File: src/rtl/mem_port_arbiter.sv
// Arbiter sharing one single-ported unified memory between instruction fetch and the MEM stage.
// Data requests win by default; a waiting fetch is served after two back-to-back data grants.
module mem_port_arbiter #(
    parameter int ADDR_W = 32,
    parameter int DATA_W = 32
) (
    input  logic              clk,
    input  logic              rst,
    input  logic              if_req,
    input  logic [ADDR_W-1:0] if_addr,
    output logic [DATA_W-1:0] if_rdata,
    output logic              if_ack,
    input  logic              dm_req,
    input  logic              dm_we,
    input  logic [ADDR_W-1:0] dm_addr,
    input  logic [DATA_W-1:0] dm_wdata,
    output logic [DATA_W-1:0] dm_rdata,
    output logic              dm_ack,
    output logic              mem_req,
    output logic              mem_we,
    output logic [ADDR_W-1:0] mem_addr,
    output logic [DATA_W-1:0] mem_wdata,
    input  logic [DATA_W-1:0] mem_rdata,
    input  logic              mem_ack,
    output logic              stall_if,
    output logic              stall_mem,
    output logic              busy
);

    typedef enum logic [1:0] {
        IDLE = 2'd0,
        DATA = 2'd1,
        INST = 2'd2,
        RESP = 2'd3
    } state_t;

    state_t              state_r;
    logic [1:0]          data_streak_r;
    logic                mem_req_r;
    logic                mem_we_r;
    logic [ADDR_W-1:0]   mem_addr_r;
    logic [DATA_W-1:0]   mem_wdata_r;
    logic [DATA_W-1:0]   if_rdata_r;
    logic [DATA_W-1:0]   dm_rdata_r;
    logic                if_ack_r;
    logic                dm_ack_r;
    logic                busy_r;
    logic                grant_data_s;
    logic                grant_inst_s;
    logic [1:0]          streak_next_s;

    // Grant selection and next value of the consecutive-data counter
    always_comb begin
        grant_data_s  = 1'b0;
        grant_inst_s  = 1'b0;
        streak_next_s = 2'd0;
        if (dm_req && !((data_streak_r == 2'd2) && if_req)) begin
            grant_data_s = 1'b1;
        end else if (if_req) begin
            grant_inst_s = 1'b1;
        end else begin
            grant_data_s = 1'b0;
        end
        // The counter only tracks data grants taken while a fetch was kept waiting
        if (if_req && (data_streak_r != 2'd2)) begin
            streak_next_s = data_streak_r + 2'd1;
        end else if (if_req) begin
            streak_next_s = 2'd2;
        end else begin
            streak_next_s = 2'd0;
        end
    end

    // Arbitration FSM with all memory-side and requester-side outputs registered
    always_ff @(posedge clk) begin
        if (rst) begin
            state_r       <= IDLE;
            data_streak_r <= 2'd0;
            mem_req_r     <= 1'b0;
            mem_we_r      <= 1'b0;
            mem_addr_r    <= {ADDR_W{1'b0}};
            mem_wdata_r   <= {DATA_W{1'b0}};
            if_rdata_r    <= {DATA_W{1'b0}};
            dm_rdata_r    <= {DATA_W{1'b0}};
            if_ack_r      <= 1'b0;
            dm_ack_r      <= 1'b0;
            busy_r        <= 1'b0;
        end else begin
            case (state_r)
                IDLE: begin
                    if_ack_r <= 1'b0;
                    dm_ack_r <= 1'b0;
                    if (grant_data_s) begin
                        state_r       <= DATA;
                        busy_r        <= 1'b1;
                        mem_req_r     <= 1'b1;
                        mem_we_r      <= dm_we;
                        mem_addr_r    <= dm_addr;
                        mem_wdata_r   <= dm_wdata;
                        data_streak_r <= streak_next_s;
                    end else if (grant_inst_s) begin
                        state_r       <= INST;
                        busy_r        <= 1'b1;
                        mem_req_r     <= 1'b1;
                        mem_we_r      <= 1'b0;
                        mem_addr_r    <= if_addr;
                        data_streak_r <= 2'd0;
                    end else begin
                        state_r <= IDLE;
                        busy_r  <= 1'b0;
                    end
                end
                DATA: begin
                    if (mem_ack) begin
                        state_r   <= RESP;
                        mem_req_r <= 1'b0;
                        mem_we_r  <= 1'b0;
                        dm_ack_r  <= 1'b1;
                        if (!mem_we_r) begin
                            dm_rdata_r <= mem_rdata;
                        end
                    end
                end
                INST: begin
                    if (mem_ack) begin
                        state_r    <= RESP;
                        mem_req_r  <= 1'b0;
                        if_ack_r   <= 1'b1;
                        if_rdata_r <= mem_rdata;
                    end
                end
                RESP: begin
                    state_r  <= IDLE;
                    busy_r   <= 1'b0;
                    if_ack_r <= 1'b0;
                    dm_ack_r <= 1'b0;
                end
                default: begin
                    state_r   <= IDLE;
                    busy_r    <= 1'b0;
                    mem_req_r <= 1'b0;
                    mem_we_r  <= 1'b0;
                    if_ack_r  <= 1'b0;
                    dm_ack_r  <= 1'b0;
                end
            endcase
        end
    end

    assign mem_req   = mem_req_r;
    assign mem_we    = mem_we_r;
    assign mem_addr  = mem_addr_r;
    assign mem_wdata = mem_wdata_r;
    assign if_rdata  = if_rdata_r;
    assign dm_rdata  = dm_rdata_r;
    assign if_ack    = if_ack_r;
    assign dm_ack    = dm_ack_r;
    assign busy      = busy_r;
    assign stall_if  = if_req & ~if_ack_r;
    assign stall_mem = dm_req & ~dm_ack_r;

endmodule

File: config.mk
export PLATFORM = sky130hd
export DESIGN_NAME = mem_port_arbiter
export DESIGN_NICKNAME = d
export VERILOG_FILES = /design/src/rtl/mem_port_arbiter.sv
export SDC_FILE = /design/constraint.sdc
export NUM_CORES = 1
export LEC_CHECK = 0
export ABC_CLOCK_PERIOD_IN_PS = 1300
export CORE_UTILIZATION = 25
export CTS_CLUSTER_DIAMETER = 30
export DETAILED_ROUTE_END_ITERATION = 8
export HOLD_SLACK_MARGIN = 0.12
export SYNTH_ARGS = -nofsm -noshare
export SYNTH_HDL_FRONTEND = slang
export SYNTH_SLANG_ARGS = --single-unit
File: constraint.sdc
create_clock -name clk -period 1.3 [get_ports clk]
set_input_delay 0.13 -clock clk [delete_from_list [all_inputs] [get_ports clk]]
set_output_delay 0.13 -clock clk [all_outputs]
set_load 0.02 [all_outputs]
== Yosys cells after proc, flatten, opt, wreduce, memory -nomap -nowiden ==
Cells that the tools add are included.

* Input port bits: 134
* Output and inout port bits: 135
* Register bits: 137

* Eq/ne operators: 9
* Bitwise logic cells: 5
* Mux-type cells: 26
* Reduce and logical (&&, ||, !) cells: 21
* Add/subtract/negate cells: 1

{| class="wikitable"
|+ Operator list
! cell !! number
|-
| two-way mux 32 bit || 2
|-
| two-way mux 2 bit || 7
|-
| nonzero test 2 bit || 6
|-
| two-way mux 1 bit || 11
|-
| one-hot mux 1 bit (2 select lines) || 5
|-
| AND reduction 2 bit || 5
|-
| AND reduction 3 bit || 3
|-
| == test 2 bit, second input constant || 3
|-
| inequality test 2 bit, second input constant || 3
|-
| one-hot mux 2 bit (3 select lines) || 1
|-
| OR reduction 2 bit || 2
|-
| logical AND 1 bit || 3
|-
| inequality test 3 bit, second input constant || 1
|-
| inverter 1 bit || 3
|-
| adder 2 x 1 -> 2 bit, second input constant || 1
|-
| bitwise AND 1 bit || 2
|-
| == test 2 x 1 -> 1 bit, second input constant || 1
|-
| zero test 2 bit || 1
|-
| inequality test 2 x 1 -> 1 bit, second input constant || 1
|-
| zero test 1 bit || 1
|}

== Depth between registers and ports, before layout ==
Gate-level depths: netlist of run 1.

* Depth in word-level cells: 8
* Gate-level depth with buffers: 7

== Worst setup path after synthesis of run 1 ==
OpenSTA, ideal clock, no wires.

* Kind: register -> register
* From: register data_streak_r[0]
* To: register mem_we_r, in the netlist mem_we
* Library setup time: 87 ps
* Data required time: 1,213 ps
* Clock period less this slack: 1,460 ps
* Arrival: 1,373 ps
* Path slack: -160 ps
* Cell stages (with the launch flop): 6
* Path through: dfxtp_1 inv_1 ha_1 a21bo_1 or4b_1 o31ai_1

* Longest elaborated chain between the ends: 7
* Elaborated cells between the ends (all ways): 10
* Classes of those cells: 2 x eq/ne; 4 x mux; 4 x reduce/logical

{| class="wikitable"
|+ RTL lines
! element !! line !! RTL
|-
| start: declaration || 38 || <nowiki>logic [1:0] data_streak_r;</nowiki>
|-
| start signal: assignment || 100 || <nowiki>data_streak_r <= streak_next_s;</nowiki>
|-
| == test 2 bit * || 57 || <nowiki>if (dm_req && !((data_streak_r == 2'd2) && if_req)) begin</nowiki>
|-
| logical AND 1 bit * || 57 ||
|-
| zero test 1 bit * || 57 ||
|-
| logical AND 1 bit * || 57 ||
|-
| two-way mux 1 bit || 57 ||
|-
| inequality test 3 bit (no source line) / two-way mux 1 bit (equally long branches) || n/a ||
|-
| AND reduction 3 bit (no source line) / one-hot mux 1 bit (2 select lines) (equally long branches) || n/a ||
|-
| end signal: assignment || 97 || <nowiki>mem_we_r <= dm_we;</nowiki>
|-
| end: declaration || 40 || <nowiki>logic mem_we_r;</nowiki>
|}

Every way passes the cells marked *; elsewhere a longest branch is shown, timed or not.
A chain may end at the register's enable or synchronous reset.

== Worst setup path in the final report of run 1 ==
* From: register data_streak_r[0]
* To: register mem_wdata_r[14], in the netlist mem_wdata[14]

* Longest elaborated chain between the ends: 6

{| class="wikitable"
|+ RTL lines
! element !! line !! RTL
|-
| == test 2 bit || 57 ||
|-
| logical AND 1 bit || 57 ||
|-
| zero test 1 bit || 57 ||
|-
| logical AND 1 bit || 57 ||
|-
| two-way mux 1 bit || 57 ||
|-
| AND reduction 2 bit (no source line) || n/a ||
|-
| end signal: assignment || 82 || <nowiki>mem_wdata_r <= {DATA_W{1'b0}};</nowiki>
|-
| end signal: assignment || 99 || <nowiki>mem_wdata_r <= dm_wdata;</nowiki>
|-
| end: declaration || 42 || <nowiki>logic [DATA_W-1:0] mem_wdata_r;</nowiki>
|}

No other way between the ends.

==> reports/results.ini, run 1 <==
[status]
outcome = finished with violations
violations = setup timing

[floorplanning]
core_um2 = 20500
fp-row-count = 52
io-pin-count = 269
initial_utilization_pct = 25.8
die_span_in_x_um = 147
die_area_um2 = 21700
die_height_um = 147

[placement]
place.gp.congestion = 0.776
io_buffer_count = 268
place.detailed.hpwl_um = 11900
place.detailed.instances = 1178
post-place-ws_ns = -0.370

[finish]
area_growth_syn_to_layout_pct = 84.7
area_used_by_sequential_logic_in_the_layout_um2 = 2750
antenna_cells_inserted = 0
finish.utilization_pct = 47.6
multi_input_comb_area_um2 = 2660
filler_cell_count = 2077
fin_cells = 1234
layout-drive-gt1-share_pct = 18.2
num-nets-final = 1090

[global_route]
antenna_found_initial = 0
grt_remaining_overflow = 0
grt_pass1_wl_um = 29100
global_route.usage.total_pct = 17.3
grt_max_degree = 73
number_of_global_route_vias_before_repair = 5388

[drt]
drt_drc_violations_left = 0
postRouteAntennaNets = 0
detail_route.wl_per_cell_um = 15.9
via_per_inst = 4.64
drt_pass1_iterations = 6
total_number_of_vias = 5729
wl_um = 19600
drt_first_iter_violations = 180

[setup_path]
cp_slowest_cell = dfxtp_2
timing.critical_path.mode_cell = buf_4
critPathMaxFanout = 6
start_kind = flop
worst_setup_path_end_kind = flop
cp_data_arrival_time_ns = 1.91
max_stage_delay_ns = 0.32
cp_data_required_time_ns = 1.65
setup.worst_path.class = reg2reg
cpLargestDelayFamily = buffers and inverters
path_buf_inv = 5
timing.critical_path.cells = inv_2 > ha_4 > buf_12 > a21boi_4 > buf_8 > buf_4 > buf_4 > nand3_1 > a21oi_1

[synthesis]
synth_cells = 666
yosysSeqAreaShare_pct = 52.0
ys_ff_latch = 137
synthDistinctLibCells = 32
synth_fp_nets = 805
syn_area_per_cell_um2 = 7.93
ys.warnings.count = 0
post_syn_area_um2 = 5280

[sta]
fin_crit_share_pct = 120
post-route-min-period_ns = 1.56
timing.final.setup_violations = 101
rsz0062_at_grt = true
finalHoldViolations = 0
layout_setup_ws_ns = -0.255
slew_headroom_pct = 72.4
max_slew.worst_pin.slew_ns = 0.414
fin_skew_ns = 0.0102
final_max_slew_viol_count = 0
max_freq_ghz = 0.643

[cts]
clock_sink_count = 137
htree_levels = 4
tritoncts = yes
cts_buffer_depth = 2
clk_transition_reported_paths_ns = 0.06
clock_tree.root_cell = clkbuf_16
numCtsBuffers = 17
clock_latency_ns = 0.42

[power]
peakVddDrop_mv = 0.971
leakagePower_uw = 0.00417
cell_pwr_density_nw_per_um2 = 1850
total_power_uw = 18000

[worst_hold_path]
min-delay-path-class = in2reg

[job]
max_cap_viol_count = 0

-- per-stage QoR --
stage	hold slack [ns]	TNS [ns]	cell area (um^2)
floorplan	0.266	-0.812	5360
global placement	0.441	-23.28	8500
detailed placement	0.446	-26.00	8500
CTS	0.247	-11.51	9350
global route	0.252	-22.16	9750
finish	0.267	-14.94	9750
-- synth_stat cells --
cell      instances  area (um^2)
nor3b_1           1         7.51
o21bai_1          1         7.51
inv_1             6         22.5
a21oi_1         101          505
a21bo_1           1         10.0
o22ai_1           1         6.26
nand2_1         196          736
or4b_1            1         10.0
o21a_1            1         7.51
buf_1             1         3.75
nor2b_1           5         31.3
o31ai_1           1         7.51
buf_2            17         85.1
buf_4             4         30.0
a21o_1            1         7.51
nand2b_1          2         12.5
nor2_1           36          135
and2_1            1         6.26
nor4_1            1         6.26
mux2i_1           2         20.0
ha_1              5         62.6
nand3_1          34          170
a21boi_2          1         11.3
nand3b_1          1         7.51
nand4b_1          1         8.76
clkbuf_1         36          135
nor3_1            1         5.00
a32oi_1           1         8.76
and3b_1           1         8.76
o21ai_0          36          180
dfxtp_1         137         2740
a311oi_1         32          280
-- sequential cells by signal, indices dropped and copies added, names as in the netlist --
name           cells
mem_req            1
mem_addr          32
mem_we             1
mem_wdata         32
busy               1
state_r            2
if_ack             1
data_streak_r      2
dm_rdata          32
dm_ack             1
if_rdata          32
-- power by group --
part / internal (uW) / switching [uW] / total (uW)
combinational: 3080 / 3990 / 7070
clock: 3500 / 1970 / 5460
sequential: 5040 / 427 / 5470
total: 11600 / 6380 / 18000
-- final timing paths --
path / depth (start not counted) / endpoint / slack [ns] / start
max: 9 / mem_wdata[14] / -0.26 / data_streak_r[0]
min: 3 / mem_wdata[4] / 0.27 / dm_wdata[4]
max reg2reg: 9 / mem_wdata[14] / -0.26 / data_streak_r[0]
min reg2reg: 2 / if_rdata[22] / 0.45 / if_rdata[22]
-- tightest hold or removal path, cell delays in order --
cell and delay, ns:
clkdlybuf4s50_1 0.39, nand3_1 0.06, a21oi_1 0.05
-- area by class of cell --
class | count | share of cell area, %
Multi-Input combinational cell | 465 | 27.3
Tap cell | 270 | 3.47
Clock inverter | 12 | 2.18
Inverter | 6 | 0.282
Sequential cell | 137 | 28.2
Timing Repair Buffer | 324 | 34.0
Clock buffer | 20 | 4.58
-- cell families (layout without fill, tap and decap cells) --
group	count (synthesis)	count (layout)	synth area share, %
adder cells (fa/ha/maj)	5	5	1.19
flip-flops	137	137	52.0
multiplexers	2	2	0.379
AO/OA/AOI/OAI	177	177	19.6
AND/OR/NAND/NOR	281	281	21.7
buffers and inverters	64	362	5.24
-- cell usage in the layout (no fill, tap or decap), types with 16 or more instances in the layout --
cell             synthesis  routed
a311oi_1                32      31
dfxtp_1                137     133
o21ai_0                 36      19
nand2_1                196     180
nor2_1                  36      36
buf_4                    4      22
nand3_1                 34      24
buf_12                   0      16
dlygate4sd2_1            0     116
clkbuf_16                0      22
a21oi_1                101      75
a21oi_2                  0      25
clkdlybuf4s50_1          0     132
-- per-layer routing --
layer / part of all wire (%) / vias up / GRT usage (%)
li1: - / 2830 / -
met1: 43 / 2654 / 20.3
met2: 47 / 228 / 29.0
met3: 8.7 / 17 / 7.17
met4: 1.3 / 0 / 4.59
met5: 0 / - / 0
-- timing repair --
item                                    CTS  global route
pin swaps                                15            41
cloned                                    5             5
endpoints found under the setup margin  242           142
gates resized for setup                 201            93
hold buffers                              1             0
endpoints found under the hold margin     1             0
buffers inserted                          8             9
No activity file was read; power rests on OpenSTA's default activity.
==> run 2, diff against run 1 <==
--- a/config.mk
+++ b/config.mk
@@ -6,10 +6,13 @@
 export NUM_CORES = 1
 export LEC_CHECK = 0
 export ABC_CLOCK_PERIOD_IN_PS = 1300
+export CAP_MARGIN = 20
+export CORE_ASPECT_RATIO = 1.25
 export CORE_UTILIZATION = 25
 export CTS_CLUSTER_DIAMETER = 30
 export DETAILED_ROUTE_END_ITERATION = 8
 export HOLD_SLACK_MARGIN = 0.12
+export SLEW_MARGIN = 40
 export SYNTH_ARGS = -nofsm -noshare
 export SYNTH_HDL_FRONTEND = slang
 export SYNTH_SLANG_ARGS = --single-unit
==> run 2 against run 1 <==
Compared with the run above: sequential power barely moved; highest routed layer unchanged; clock skew rose by 0.0016 ns; global-route usage fell by 0.49 points; the flow still finishes with violations (setup timing); combinational power rose by 3.1%; largest cell class unchanged; register-to-register slack improved by 0.03 ns; setup slack improved by 0.035 ns.
==> reports/results.ini, run 2 (synthesis gave the netlist of run 1 again) <==
[floorplanning]
initial_utilization_pct = 25.4
die_height_um = 164
io-pin-count = 269
core_um2 = 20700
die_span_in_x_um = 132
die_area_um2 = 21700
fp-row-count = 59

[finish]
fin_cells = 1231
most-common-layout-cells = nand2_1 (163), dfxtp_1 (133), clkdlybuf4s50_1 (131), dlygate4sd2_1 (127), a21oi_2 (63)
num-nets-final = 1083
layout.cells.most_common = nand2_1
area_growth_syn_to_layout_pct = 87.8
antenna_cells_inserted = 0
layout-drive-gt1-share_pct = 24.5

[sta]
fin_skew_ns = 0.0117
post-route-min-period_ns = 1.52
fin_crit_share_pct = 117
timing.hold.ws_ns = 0.262
slew_headroom_pct = 63.5
max_slew.worst_pin.slew_ns = 0.548
finalHoldViolations = 0
timing.final.setup_violations = 98
final_max_slew_viol_count = 0
rsz0062_at_grt = true
timing.setup.tns_ns = -11.13
layout_setup_ws_ns = -0.220
max_freq_ghz = 0.658

[setup_path]
cp_data_arrival_time_ns = 1.85
cp_data_required_time_ns = 1.63
max_stage_delay_ns = 0.32
worst_r2r_path_depth = 7
worst-r2r-setup-slack_ns = -0.22
critPathMaxFanout = 38
timing.critical_path.cells = inv_2 > ha_4 > buf_6 > a21boi_4 > buf_12 > nand2_1 > a311oi_2
crit-reg2reg-launch = data_streak_r[0]
setup.worst_path.class = reg2reg
start_kind = flop
crit_path_end = mem_addr[23]
launching_instance_or_port_of_the_critical_path = data_streak_r[0]
reg2reg_to = mem_addr[23]
worst_setup_path_end_kind = flop
cp_slowest_cell = dfxtp_2

[drt]
drt_first_iter_violations = 204
wl_um = 18800
detail_route.wl_per_cell_um = 15.3
via_per_inst = 4.61
total_number_of_vias = 5681
postRouteAntennaNets = 0
drt_pass1_iterations = 4
drt_drc_violations_left = 0

[status]
violations = setup timing
outcome = finished with violations

[global_route]
grt_remaining_overflow = 0
antenna_found_initial = 0
grt_pass1_wl_um = 28700
grt_max_degree = 67
global_route.usage.total_pct = 16.8
number_of_global_route_vias_before_repair = 5414

[cts]
clock_latency_ns = 0.42
numCtsBuffers = 17
cts_buffer_depth = 2
htree_levels = 4
tritoncts = yes
clock_tree.root_cell = clkbuf_16
clk_transition_reported_paths_ns = 0.07
clock_sink_count = 137

[power]
leakagePower_uw = 0.00423
cell_pwr_density_nw_per_um2 = 1780
total_power_uw = 17600
peakVddDrop_mv = 1.10

[placement]
place.gp.congestion = 0.725
place.detailed.hpwl_um = 11800
place.detailed.instances = 1183
io_buffer_count = 268

[job]
max_cap_viol_count = 0

[worst_hold_path]
min-delay-path-class = in2reg

[run 2: cell count changes in the layout (fill, tap and decap cells not counted), sizes merged]
cell / before / now
dlygate4sd2: 116 / 127
clkdlybuf4s15: 10 / 5
dlymetal6s2s: 0 / 1
buf: 55 / 49
clkinv: 2 / 4
bufinv: 5 / 2
clkinvlp: 1 / 3
clkbuf: 30 / 22
clkdlybuf4s50: 132 / 131
[run 2: per-stage QoR]
step                      area [um^2]  worst slack [ns]  utilization [%]
final                            9920            -0.220             47.8
after global routing             9920            -0.315             47.8
after CTS                        9330            -0.213             45.0
after detailed placement         8450            -0.424             40.7
after global placement           8450            -0.410             40.7
after floorplan                  5360            -0.103                -
[run 2: critical path, delay by kind of cell (launching register included)]
kind	cells	cell delay (ns)
flip-flops	1	0.32
AO/OA/AOI/OAI	2	0.45
adder cells (fa/ha/maj)	1	0.15
AND/OR/NAND/NOR	1	0.11
buffers and inverters	3	0.39
[run 2: metal layers]
metal  GRT usage (%)  routed length (um)  vias up
met1            20.1                7930     2628
li1                -                   -     2822
met3            4.54                1110       28
met5               0                   0        -
met2            28.1                9330      203
met4            7.88                 441        0
[run 2: where the power goes]
part | switching, uW | leakage [uW] | internal [uW]
Clock | 1960 | 0.000282 | 2900
Sequential | 418 | 0.00112 | 5040
Combinational | 4150 | 0.00283 | 3140
[run 2: repair_timing]
item,CTS,global route
pin swaps,44,59
resized for setup,199,164
hold buffers,1,0
gates cloned,6,2
endpoints found under the setup margin,260,107
endpoints found under the hold margin,8,0
buffers inserted,7,7
[run 2: area by class of cell]
type / count / area [um^2]
clock buffer: 19 / 443
inverter: 6 / 27.5
fill: 2055 / 10800
timing repair buffer: 317 / 3200
tap: 274 / 343
multi-input combinational: 465 / 3010
sequential: 137 / 2750
clock inverter: 13 / 144
[run 2: how the worst min path moves through the flow]
stage | cells after the start | endpoint | startpoint | slack, ns
after CTS | 3 | mem_wdata[8] | dm_wdata[8] | 0.24
after floorplan | 2 | if_rdata[0] | mem_rdata[0] | 0.27
after global placement | 3 | mem_we | rst | 0.44
after global routing | 3 | mem_wdata[13] | dm_wdata[13] | 0.25
after detailed placement | 2 | if_rdata[2] | if_rdata[2] | 0.45
final | 4 | mem_we | if_req | 0.26
